## src/rtl/data_mem_arbiter_pkg.sv

```systemverilog
`default_nettype none
// ============================================================================
// Module      : data_mem_arbiter_pkg
// Description : Shared definitions for the data_mem port handshake and the
//               arbiter state encoding.
// Revision    : 1.0 - initial release
// ============================================================================
package data_mem_arbiter_pkg;

  localparam int unsigned DATA_W = 32;

  // Request side of a data_mem port (MSB first: valid ... yumi).
  typedef struct packed {
    logic              valid;
    logic              wen;
    logic              byte_not_word;
    logic [DATA_W-1:0] write_data;
    logic              yumi;
  } mem_in_s;

  // Response side of a data_mem port.
  typedef struct packed {
    logic              valid;
    logic [DATA_W-1:0] read_data;
    logic              yumi;
  } mem_out_s;

  // Arbiter transaction phase.
  typedef enum logic [1:0] {
    IDLE   = 2'd0,
    ISSUE  = 2'd1,
    WAIT   = 2'd2,
    RETURN = 2'd3
  } arb_state_e;

endpackage
`default_nettype wire

```

## src/rtl/data_mem_arbiter_pick.sv

```systemverilog
`default_nettype none
// ============================================================================
// Module      : rr_pick2
// Description : Combinational two-way round-robin picker. On a tie the
//               requester that was not served last wins.
// Revision    : 1.0 - initial release
// ============================================================================
module rr_pick2 (
  input  logic [1:0] valid_i,
  input  logic       last_i,
  output logic [1:0] grant_o,
  output logic       any_o
);

  // One-hot winner selection; a tie is broken against the last-served side.
  always_comb begin
    grant_o = 2'b00;
    case (valid_i)
      2'b01:   grant_o = 2'b01;
      2'b10:   grant_o = 2'b10;
      2'b11:   grant_o = last_i ? 2'b01 : 2'b10;
      default: grant_o = 2'b00;
    endcase
  end

  assign any_o = |valid_i;

endmodule
`default_nettype wire

```

## src/rtl/data_mem_arbiter.sv

```systemverilog
`default_nettype none
// ============================================================================
// Module      : data_mem_arbiter
// Description : Round-robin arbiter sharing one data_mem between two
//               requesters. One complete transaction (request, memory
//               response, requester acknowledge) is in flight at a time.
// Revision    : 1.0 - initial release
// ============================================================================
module data_mem_arbiter
  import data_mem_arbiter_pkg::*;
#(
  parameter int unsigned addr_width_p = 12
) (
  input  logic                         clk,
  input  logic                         reset,
  input  logic [$bits(mem_in_s)-1:0]   req0_flat_i,
  input  logic [addr_width_p-1:0]      req0_addr_i,
  output logic [$bits(mem_out_s)-1:0]  req0_flat_o,
  input  logic [$bits(mem_in_s)-1:0]   req1_flat_i,
  input  logic [addr_width_p-1:0]      req1_addr_i,
  output logic [$bits(mem_out_s)-1:0]  req1_flat_o,
  output logic [$bits(mem_in_s)-1:0]   mem_flat_o,
  output logic [addr_width_p-1:0]      mem_addr_o,
  input  logic [$bits(mem_out_s)-1:0]  mem_flat_i,
  output logic [1:0]                   grant_o
);

  mem_in_s  req0_in;
  mem_in_s  req1_in;
  mem_out_s mem_rsp;

  assign req0_in = req0_flat_i;
  assign req1_in = req1_flat_i;
  assign mem_rsp = mem_flat_i;

  arb_state_e               state_q;
  logic                     owner_q;
  logic                     last_q;
  logic [addr_width_p-1:0]  addr_q;
  logic                     wen_q;
  logic                     bnw_q;
  logic [DATA_W-1:0]        wdata_q;
  logic [DATA_W-1:0]        rdata_q;
  logic [DATA_W-1:0]        rdata_d;

  logic [1:0]               pick_valid;
  logic [1:0]               pick_grant;
  logic                     pick_any;

  // Request valids only matter while IDLE; elsewhere they are masked off so
  // no yumi can escape mid-transaction.
  assign pick_valid = {req1_in.valid, req0_in.valid} & {2{state_q == IDLE}};

  rr_pick2 u_pick (
    .valid_i (pick_valid),
    .last_i  (last_q),
    .grant_o (pick_grant),
    .any_o   (pick_any)
  );

  logic owner_yumi;
  logic mem_take;

  assign owner_yumi = owner_q ? req1_in.yumi : req0_in.yumi;
  assign mem_take   = (state_q == WAIT) && mem_rsp.valid;

  // Writes report zero; reads pass memory data through untouched.
  assign rdata_d = wen_q ? '0 : mem_rsp.read_data;

  // Transaction sequencer: latch the winner, issue, collect, hand back.
  always_ff @(posedge clk or posedge reset) begin
    if (reset) begin
      state_q <= IDLE;
      owner_q <= 1'b0;
      last_q  <= 1'b1;
      addr_q  <= '0;
      wen_q   <= 1'b0;
      bnw_q   <= 1'b0;
      wdata_q <= '0;
      rdata_q <= '0;
    end else begin
      case (state_q)
        IDLE: begin
          if (pick_any) begin
            owner_q <= pick_grant[1];
            addr_q  <= pick_grant[1] ? req1_addr_i : req0_addr_i;
            wen_q   <= pick_grant[1] ? req1_in.wen : req0_in.wen;
            bnw_q   <= pick_grant[1] ? req1_in.byte_not_word : req0_in.byte_not_word;
            wdata_q <= pick_grant[1] ? req1_in.write_data : req0_in.write_data;
            state_q <= ISSUE;
          end
        end
        ISSUE: begin
          if (mem_rsp.yumi) begin
            state_q <= WAIT;
          end
        end
        WAIT: begin
          if (mem_rsp.valid) begin
            rdata_q <= rdata_d;
            state_q <= RETURN;
          end
        end
        RETURN: begin
          if (owner_yumi) begin
            last_q  <= owner_q;
            state_q <= IDLE;
          end
        end
        default: state_q <= IDLE;
      endcase
    end
  end

  mem_in_s  mem_req;
  mem_out_s rsp0;
  mem_out_s rsp1;

  // Memory-side port: valid only in ISSUE, latched fields always visible.
  always_comb begin
    mem_req               = '0;
    mem_req.valid         = (state_q == ISSUE);
    mem_req.wen           = wen_q;
    mem_req.byte_not_word = bnw_q;
    mem_req.write_data    = wdata_q;
    mem_req.yumi          = mem_take;
  end

  // Requester responses: only the owner sees valid/data, and only in RETURN.
  always_comb begin
    rsp0      = '0;
    rsp1      = '0;
    rsp0.yumi = pick_grant[0];
    rsp1.yumi = pick_grant[1];
    if (state_q == RETURN) begin
      if (owner_q) begin
        rsp1.valid     = 1'b1;
        rsp1.read_data = rdata_q;
      end else begin
        rsp0.valid     = 1'b1;
        rsp0.read_data = rdata_q;
      end
    end
  end

  // Current owner as one-hot; idle shows no owner.
  always_comb begin
    grant_o = 2'b00;
    if (state_q != IDLE) begin
      grant_o = owner_q ? 2'b10 : 2'b01;
    end
  end

  assign mem_flat_o  = mem_req;
  assign mem_addr_o  = addr_q;
  assign req0_flat_o = rsp0;
  assign req1_flat_o = rsp1;

endmodule
`default_nettype wire
```

## config.mk

```make
export PLATFORM = sky130hd
export DESIGN_NAME = data_mem_arbiter
export DESIGN_NICKNAME = d
export VERILOG_FILES = /design/src/rtl/data_mem_arbiter_pkg.sv /design/src/rtl/data_mem_arbiter_pick.sv /design/src/rtl/data_mem_arbiter.sv
export SDC_FILE = /design/constraint.sdc
export NUM_CORES = 1
export LEC_CHECK = 0
export CAP_MARGIN = 20
export CORE_UTILIZATION = 36
export CTS_BUF_LIST = sky130_fd_sc_hd__clkbuf_8
export DETAILED_ROUTE_END_ITERATION = 10
export HOLD_SLACK_MARGIN = 0.05
export PLACE_DENSITY = 0.8
export SLEW_MARGIN = 40
export SYNTH_ARGS = -nofsm -noshare
export SYNTH_HDL_FRONTEND = slang
export SYNTH_SLANG_ARGS = --single-unit
export TNS_END_PERCENT = 5
```

## constraint.sdc

```tcl
create_clock -name clk -period 2.4 [get_ports clk]
set_input_delay 0.36 -clock clk [delete_from_list [all_inputs] [get_ports clk]]
set_output_delay 0.36 -clock clk [all_outputs]
set_load 0.01 [all_outputs]
```

==> results.json, run 1 <==
{
  "io_buffers": 249,
  "vdd_drop_max_uv": 479,
  "drive_above_1_share": 0.0531,
  "end_kind": "output port",
  "fill_cells": 975,
  "dr.pass1.iters": 8,
  "grt_pass1_wl_um": 19900,
  "ioPinCount": 250,
  "synth_area_leaders": "dfrtp_1, mux2i_1, nand2_1, and2_1, and3_1",
  "avgSynthCellArea_um2": 9.40,
  "overflow": 0,
  "max_freq_mhz": 435,
  "maxSlewHeadroom": 0.654,
  "cts_setup_buffers": 0,
  "min_period_ns": 2.30,
  "die_h_um": 111,
  "cp-start-kind": "register",
  "drv_cap": 0,
  "yosys_warnings": 0,
  "syn_area_um2": 4310,
  "insertion_delay_ns": 0.34,
  "antenna_cells": 0,
  "place_area_um2": 6860,
  "grt_max_degree": 93,
  "outcome": "complete, but fails checks",
  "initial_core_util": 0.373,
  "finalSetupViolations": 0,
  "wl_per_cell_um": 14.5,
  "synth_cells": 459,
  "area_delta_synth_final_pct": 66.7,
  "std_cell_rows": 39,
  "ant_nets": 0,
  "crit_arrival_ns": 1.94,
  "coreArea_um2": 11600,
  "min_path_type": "primary input to asynchronous set/reset pin",
  "fin_util": 0.622,
  "grt_pass1_vias": 4058,
  "clock-sinks": 82,
  "syn_nets": 596,
  "dr_total_vias": 4012,
  "fp.dieW_um": 111,
  "cts_tree": "built",
  "grt.total_usage": 0.201,
  "placed_cells": 824,
  "finalCritPeriodShare": 0.958,
  "dp_slack_ns": 0.222,
  "power_density_nw_per_um2": 1010,
  "fin_skew_ns": 0.00553,
  "finalSetupTns_ns": 0,
  "ys.flop_type": "dfrtp_1",
  "worstPathRequired_ns": 2.04,
  "drt_iter0_drc": 228,
  "wirelength_um": 12200,
  "multi_input_area_um2": 1990,
  "clockBufferDepth": 2,
  "synth_cell_type_count": 25,
  "fin_nets": 829,
  "yosys.area.top_type": "dfrtp_1",
  "crit_type": "register to output port",
  "fp.dieArea_um2": 12400,
  "yosysSeqAreaShare": 0.476,
  "hold_violations": 0,
  "worstPathMaxFanout": 36,
  "post-route-drc-count": 20,
  "cts_buffers": 9,
  "hold_buffers": 0,
  "synth_edf_count": 0,
  "async_flop_share": 1.00,
  "dpl.hpwl_um": 9390,
  "tightest_slew_ns": 0.519,
  "final_cells": 840,
  "h-tree-depth": 3,
  "violations": "DRC",
  "p_leak_nw": 3.99,
  "seq_area_um2": 2050,
  "finalWorstSetupSlack_ns": 0.100,
  "ctsRootBufferMaster": "clkbuf_8",
  "synth_seq_cells": 82,
  "yosysTopAreaCellShare": 0.470,
  "routabilityCongestion": 0.855,
  "routed_via_density": 4.78,
  "clk_transition_reported_paths_ns": 0.08,
  "final_cell_area_um2": 7190,
  "antenna_found_initial": 0,
  "finalMaxSlewViolations": 0
}
==> metal layers <==
metal | part of all wire | vias up | wire, um | global-route usage
li1 | - | 1984 | - | -
met1 | 0.40 | 1842 | 4900 | 0.230
met2 | 0.50 | 175 | 6130 | 0.358
met3 | 0.081 | 11 | 984 | 0.0533
met4 | 0.014 | 0 | 167 | 0.0757
met5 | 0 | - | 0 | 0
==> final cells by class <==
type | count | area share
multi-input cells | 331 | 0.277
inverters | 7 | 0.00417
clock buffers | 13 | 0.0249
well taps | 143 | 0.0249
flip-flops and latches | 82 | 0.285
clock inverters | 3 | 0.00522
repair buffers | 261 | 0.379
==> worst paths after layout <==
| check | start | to | slack [ns] | depth (start not counted) |
|---|---|---|---|---|
| worst max-delay path | state_q[1] | req1_flat_o[29] | 0.10 | 4 |
| worst min-delay path | reset | wdata_q[24] | 0.42 | 2 |
| worst max register to register | state_q[0] | bnw_q | 0.53 | 6 |
| worst min register to register | wdata_q[2] | wdata_q[2] | 0.49 | 2 |
| max in group asynchronous | reset | rdata_q[1] | 1.34 | 3 |
| min in group clk | wdata_q[2] | wdata_q[2] | 0.49 | 2 |
==> worst max-delay path: stages (launching register included) <==
cell,delay [ns]
dfrtp_1,0.41
ha_2,0.22
buf_8,0.20
and3_1,0.22
clkdlybuf4s50_1,0.54
==> report_power, final <==
| group | switching [mW] | internal (mW) |
|---|---|---|
| Sequential | 0.407 | 2.06 |
| Clock | 0.463 | 0.588 |
| Combinational | 1.76 | 1.98 |
==> per-stage QoR <==
stage	power, mW	hold WS, ns
after global placement	6.08	0.462
after CTS	7.33	0.408
after detailed placement	6.23	0.474
after floorplan	4.45	0.455
final	7.26	0.417
after global routing	7.81	0.437
==> cell families (layout without fill, tap and decap cells) <==
group                      Yosys count  in the layout  synth area share
DFF                                 82             82             0.476
buffers and inverters               46            284            0.0670
AOI/OAI and AO/OA                   86             86             0.102
and+or+nand+nor                    192            192             0.229
adders and majority gates            5              5            0.0145
muxes                               48             48             0.112
==> cell usage after synthesis, drive strengths merged (2+ instances only) <==
cell / number
a21oi: 4
and2: 34
and3: 32
buf: 23
clkbuf: 16
dfrtp: 81
ha: 5
inv: 7
mux2i: 47
nand2: 85
nand2b: 32
nand3: 2
nor2: 4
o21ai: 79
==> repair_timing <==
action,in CTS,in global routing
setup endpoints to repair,11,66
resized for setup,5,38
pin swaps,0,1
==> flip-flops by register name, indices dropped and copies added, names as in the netlist <==
signal	flops
mem_addr_o	12
bnw_q	1
rdata_q	32
last_q	1
wen_q	1
wdata_q	32
owner_q	1
state_q	2
==> placed cells by master, fill, tap and decap left out, drive strengths merged, types with 4 or more instances in the layout <==
master,Yosys,final
clkbuf,16,13
clkdlybuf4s50,0,216
nand2,85,85
and2,34,34
o21ai,79,79
dlymetal6s2s,0,33
a21oi,4,4
buf,23,12
ha,5,5
dfrtp,81,81
mux2i,47,47
nor2,4,4
inv,7,8
nand2b,32,32
and3,32,32
Note: power is estimated with default switching activity, not from simulation.
==> inputs of run 2 (changes only) <==
- SKIP_LAST_GASP: unset -> 1
==> run 2 against run 1 <==
Net effect:
- the run still ends with DRC left
- clock skew barely moved
- via count is 0.57% lower
- combinational power about the same
- final area down 1.1%
- power is essentially flat
- first-iteration DRC count decreased by 1.3%
- register-to-register slack is essentially flat
- final cell count did not move
- clock-buffer cell count stayed put
==> results.json, run 2 (same netlist as run 1, synthesis figures left out) <==
{
  "outcome": "complete, but fails checks",
  "violations": "DRC",
  "cts_tree": "built",
  "coreArea_um2": 11600,
  "fin_util": 0.615,
  "overflow": 0,
  "finalCritPeriodShare": 0.980,
  "dpl.hpwl_um": 9390,
  "grt_max_degree": 93,
  "vdd_drop_max_uv": 479,
  "antenna_found_initial": 0,
  "p_leak_nw": 3.42,
  "clock-sinks": 82,
  "placed_cells": 824,
  "cts_buffers": 9,
  "die_h_um": 111,
  "rsz0062_at_grt": "true",
  "tightest_slew_ns": 0.518,
  "clockBufferDepth": 2,
  "routabilityCongestion": 0.855,
  "wirelength_um": 12000,
  "rr_startpoint": "state_q[0]",
  "grt_pass1_vias": 4058,
  "final_cells": 840,
  "antenna_cells": 0,
  "max_freq_mhz": 425,
  "min_path_type": "primary input to asynchronous set/reset pin",
  "io_buffers": 249,
  "initial_core_util": 0.373,
  "post-route-drc-count": 20,
  "drive_above_1_share": 0.0531,
  "hold_buffers": 0,
  "finalMaxSlewViolations": 0,
  "h-tree-depth": 3,
  "wl_per_cell_um": 14.3,
  "insertion_delay_ns": 0.34,
  "grt.total_usage": 0.201,
  "drv_cap": 0,
  "dr_total_vias": 3989,
  "crit_arrival_ns": 1.99,
  "fin_skew_ns": 0.00554,
  "totalPowerFinal_mw": 7.26,
  "ioPinCount": 250,
  "std_cell_rows": 39,
  "crit_type": "register to output port",
  "end_kind": "output port",
  "drt_iter0_drc": 225,
  "dr.pass1.iters": 7,
  "min_period_ns": 2.35,
  "fp.dieW_um": 111,
  "hold_violations": 0,
  "power_density_nw_per_um2": 1020,
  "finalSetupViolations": 0,
  "routed_via_density": 4.75,
  "clk_transition_reported_paths_ns": 0.08,
  "cts_setup_buffers": 0,
  "fill_cells": 990,
  "worstPathMaxFanout": 33,
  "grt_pass1_wl_um": 19900,
  "crit_start": "state_q[1]",
  "final_cell_mix": "clkdlybuf4s50_1, nand2_1, dfrtp_1",
  "mostFrequentLayoutCell": "clkdlybuf4s50_1",
  "cp-start-kind": "register",
  "area_delta_synth_final_pct": 64.8,
  "ctsRootBufferMaster": "clkbuf_8",
  "maxSlewHeadroom": 0.655,
  "ant_nets": 0,
  "fp.dieArea_um2": 12400,
  "worstPathRequired_ns": 2.04,
  "fin_nets": 829
}
-- run 2: cell types whose count changed in the layout (fill, tap and decap cells not counted) --
cell and change:
buf_6 +1, buf_8 -1, clkdlybuf4s50_1 +31, dlymetal6s2s_1 -31
-- run 2: layer usage --
metal  share of wire  vias to the layer above  wire (um)  track usage
met5               0                        -          0            0
met3           0.078                       16        935       0.0533
li1                -                     1984          -            -
met2            0.50                      174       6020        0.358
met4           0.015                        0        181       0.0757
met1            0.41                     1815       4910        0.230
-- run 2: worst max-delay path: stages (launching register included) --
cell	delay, ns
dfrtp_1	0.41
ha_2	0.21
and2b_1	0.16
buf_12	0.17
and2_1	0.14
clkdlybuf4s50_1	0.55
-- run 2: metrics by stage --
stage          hold slack, ns  TNS, ns  area, um2  worst slack (ns)
3_5_place_dp            0.474        0       6860             0.222
6_report                0.416        0       7110            0.0474
4_1_cts                 0.408  -0.0325       7090           -0.0325
3_3_place_gp            0.462        0       6860             0.265
2_1_floorplan           0.455        0       4320             0.698
5_1_grt                 0.437    -1.76       7110           -0.0927
-- run 2: power by group --
part	switching, mW	leakage (nW)	internal, mW
Combinational	1.76	2.27	1.99
Sequential	0.406	1.03	2.06
Clock	0.465	0.118	0.588
Total	2.63	3.42	4.64
-- run 2: area by class of cell --
cell class / count / area, um2 / share of cell area
Timing Repair Buffer: 261 / 2640 / 0.371
Inverter: 7 / 30.0 / 0.00422
Sequential cell: 82 / 2050 / 0.289
Multi-Input combinational cell: 331 / 1990 / 0.280
Tap cell: 143 / 179 / 0.0252
Clock inverter: 3 / 37.5 / 0.00528
Clock buffer: 13 / 179 / 0.0252
-- run 2: final timing paths --
| path | to | slack (ns) | cells past startpoint |
|---|---|---|---|
| setup / recovery | req0_flat_o[8] | 0.05 | 5 |
| hold / removal | wdata_q[24] | 0.42 | 2 |
| setup reg to reg | bnw_q | 0.54 | 6 |
| hold reg to reg | wdata_q[2] | 0.49 | 2 |
| max in group asynchronous | rdata_q[1] | 1.34 | 3 |
| min in group clk | wdata_q[2] | 0.49 | 2 |
-- run 2: timing repair --
item                       CTS  global route
setup endpoints to repair   11            67
pin swaps                    0             0
gates resized for setup      3             8
==> inputs of run 3 (changes only) <==
- CORE_UTILIZATION: 36 -> 35
- PLACE_DENSITY: 0.8 -> 0.79
- SYNTH_HIERARCHICAL: unset -> 1
==> run 3 against run 2 <==
Net effect:
- clock skew grew 0.0021 ns
- the flow finishes with violations (DRC, setup timing)
- power shrank 2.0%
- sequential share of layout area grew 0.24 points
- sequential cell count is the same
- die area grew 0.55%
==> results.json, run 3 <==
{
  "clockBufferDepth": 2,
  "wirelength_um": 12600,
  "outcome": "complete, but fails checks",
  "cp-start-kind": "register",
  "rsz0062_at_grt": "true",
  "cp.depth": 4,
  "fp.dieArea_um2": 12500,
  "ant_nets": 0,
  "wl_per_cell_um": 15.1,
  "synthAdderAreaFrac": 0.0148,
  "cts_buffers": 9,
  "crit_arrival_ns": 2.08,
  "avgSynthCellArea_um2": 9.31,
  "synth_area_leaders": "dfrtp_1, mux2i_1, a21oi_1, and2_1, and3_1",
  "synth_edf_count": 0,
  "hold_buffers": 0,
  "fp.dieW_um": 112,
  "synthMuxAreaShare": 0.119,
  "crit_type": "register to output port",
  "grt_pass1_vias": 3997,
  "drv_cap": 0,
  "ys.flop_type": "dfrtp_1",
  "finalSetupTns_ns": -0.149,
  "fin_skew_ns": 0.00767,
  "routed_via_density": 4.88,
  "die_h_um": 112,
  "synthTopCellsByCount": "dfrtp_1, nor2_1, a21oi_1, mux2i_1, and2_1",
  "dp_slack_ns": 0.120,
  "fin_nets": 821,
  "final_cells": 832,
  "cp-endpoint": "req1_flat_o[23]",
  "synth_xor_area_frac": 0,
  "end_kind": "output port",
  "clk_transition_reported_paths_ns": 0.08,
  "reg2regPathDepth": 7,
  "syn_area_um2": 4220,
  "crit_chain": "ha_1, buf_4, and3_1, clkdlybuf4s50_1",
  "finalCritPeriodShare": 1.01,
  "max_stage_delay_ns": 0.55,
  "synth_top_family_by_area": "simple AND/OR/NAND/NOR gates",
  "rrSetupSlack_ns": 0.17,
  "cts_tree": "built",
  "max_freq_mhz": 411,
  "h-tree-depth": 3,
  "synth_cell_type_count": 21,
  "coreArea_um2": 11600,
  "finalSetupViolations": 9,
  "critPathBufInv": 2,
  "antenna_cells": 0,
  "synth_cells": 453,
  "post_cts_resized": 3,
  "grt_max_degree": 69,
  "dr.pass1.iters": 9,
  "synth_seq_cells": 82,
  "slowest_stage": "clkdlybuf4s50_1",
  "yosys_warnings": 6,
  "min_period_ns": 2.44,
  "drt_iter0_drc": 247,
  "violations": "DRC, setup timing",
  "hold_violations": 0,
  "rr_startpoint": "state_q[0]",
  "reg2reg_to": "state_q[1]",
  "async_flop_share": 1.00,
  "final_cell_mix": "clkdlybuf4s50_1, dfrtp_1, nor2_1",
  "dpl.hpwl_um": 9610,
  "antenna_found_initial": 0,
  "synth-simple-area-share": 0.232,
  "grt.total_usage": 0.204,
  "finalMaxSlewViolations": 0,
  "finalWorstSetupSlack_ns": -0.0350,
  "yosysSeqAreaShare": 0.487,
  "initial_core_util": 0.365,
  "area_delta_synth_final_pct": 67.3,
  "syn_nets": 590,
  "cts_setup_buffers": 0,
  "insertion_delay_ns": 0.35,
  "clock-sinks": 82,
  "maxSlewHeadroom": 0.609,
  "drive_above_1_share": 0.0479,
  "dr_total_vias": 4060,
  "tightest_slew_ns": 0.587,
  "post-route-drc-count": 22,
  "synth_compound_gate_area_share": 0.102,
  "grt_pass1_wl_um": 19800,
  "yosysTopAreaCellShare": 0.481,
  "vdd_drop_max_uv": 551,
  "ioPinCount": 250,
  "crit_start": "state_q[1]",
  "p_leak_nw": 2.97,
  "cpLargestDelayFamily": "buffers and inverters",
  "power_density_nw_per_um2": 1010,
  "worstPathRequired_ns": 2.04,
  "totalPowerFinal_mw": 7.12,
  "placed_cells": 816,
  "fin_util": 0.610,
  "min_path_type": "primary input to asynchronous set/reset pin",
  "ctsRootBufferMaster": "clkbuf_8",
  "io_buffers": 249,
  "std_cell_rows": 39,
  "yosys.area.top_type": "dfrtp_1",
  "synth_most_common_cell": "dfrtp_1",
  "overflow": 0,
  "routabilityCongestion": 0.810,
  "worstPathMaxFanout": 36,
  "mostFrequentLayoutCell": "clkdlybuf4s50_1"
}
## run 3: cell types whose count changed after synthesis, moves of 3 or more
cell / before / now
a21oi_1: 4 / 48
nand2_1: 85 / 34
o21ai_1: 40 / 0
clkbuf_1: 16 / 24
nor2b_1: 1 / 4
buf_12: 5 / 0
nor2_1: 4 / 49
o21ai_0: 39 / 32
## run 3: worst min path at each step
stage                      from           to  slack (ns)
floorplan           rdata_q[10]  rdata_q[10]        0.46
global placement    rdata_q[13]  rdata_q[13]        0.47
detailed placement  rdata_q[29]  rdata_q[29]        0.48
CTS                       reset   wdata_q[4]        0.49
global route              reset   wdata_q[4]        0.52
finish                    reset   wdata_q[4]        0.48
## run 3: per-stage QoR
step,cell area [um2],hold slack (ns)
after floorplan,4220,0.455
after global placement,6840,0.473
after detailed placement,6840,0.484
after CTS,7050,0.487
after global routing,7050,0.520
final,7050,0.484
## run 3: logic make-up (layout without fill, tap and decap cells)
logic type | Yosys count | after routing
and+or+nand+nor | 189 | 189
AOI/OAI and AO/OA | 83 | 83
DFF | 82 | 82
muxes | 50 | 50
buffers and inverters | 44 | 280
adders and majority gates | 5 | 5
## run 3: final cells by class
cell class	count	area [um2]
inverters	5	22.5
repair buffers	259	2590
clock inverters	6	76.3
multi-input cells	327	1990
fillers	960	4510
flip-flops and latches	82	2050
clock buffers	10	138
well taps	143	179
## run 3: layer usage
metal,GRT usage,up-vias,part of all wire
li1,-,1970,-
met5,0,-,0
met3,0.0523,16,0.10
met4,0.0874,0,0.018
met1,0.234,1875,0.38
met2,0.358,199,0.50
## run 3: worst reg2reg max path, delay by kind of cell, from the launching register on
family | cells | cell delay [ns]
compound gates | 1 | 0.48
simple gates | 3 | 0.49
flops | 1 | 0.41
fa+ha+maj | 1 | 0.23
buf+inv | 1 | 0.13
mux | 1 | 0.39
## run 3: power breakdown
part / leakage [nW] / switching, mW / total, mW / internal [mW]
clock network: 0.120 / 0.468 / 1.07 / 0.602
logic: 1.88 / 1.70 / 3.61 / 1.91
registers: 0.978 / 0.407 / 2.44 / 2.03
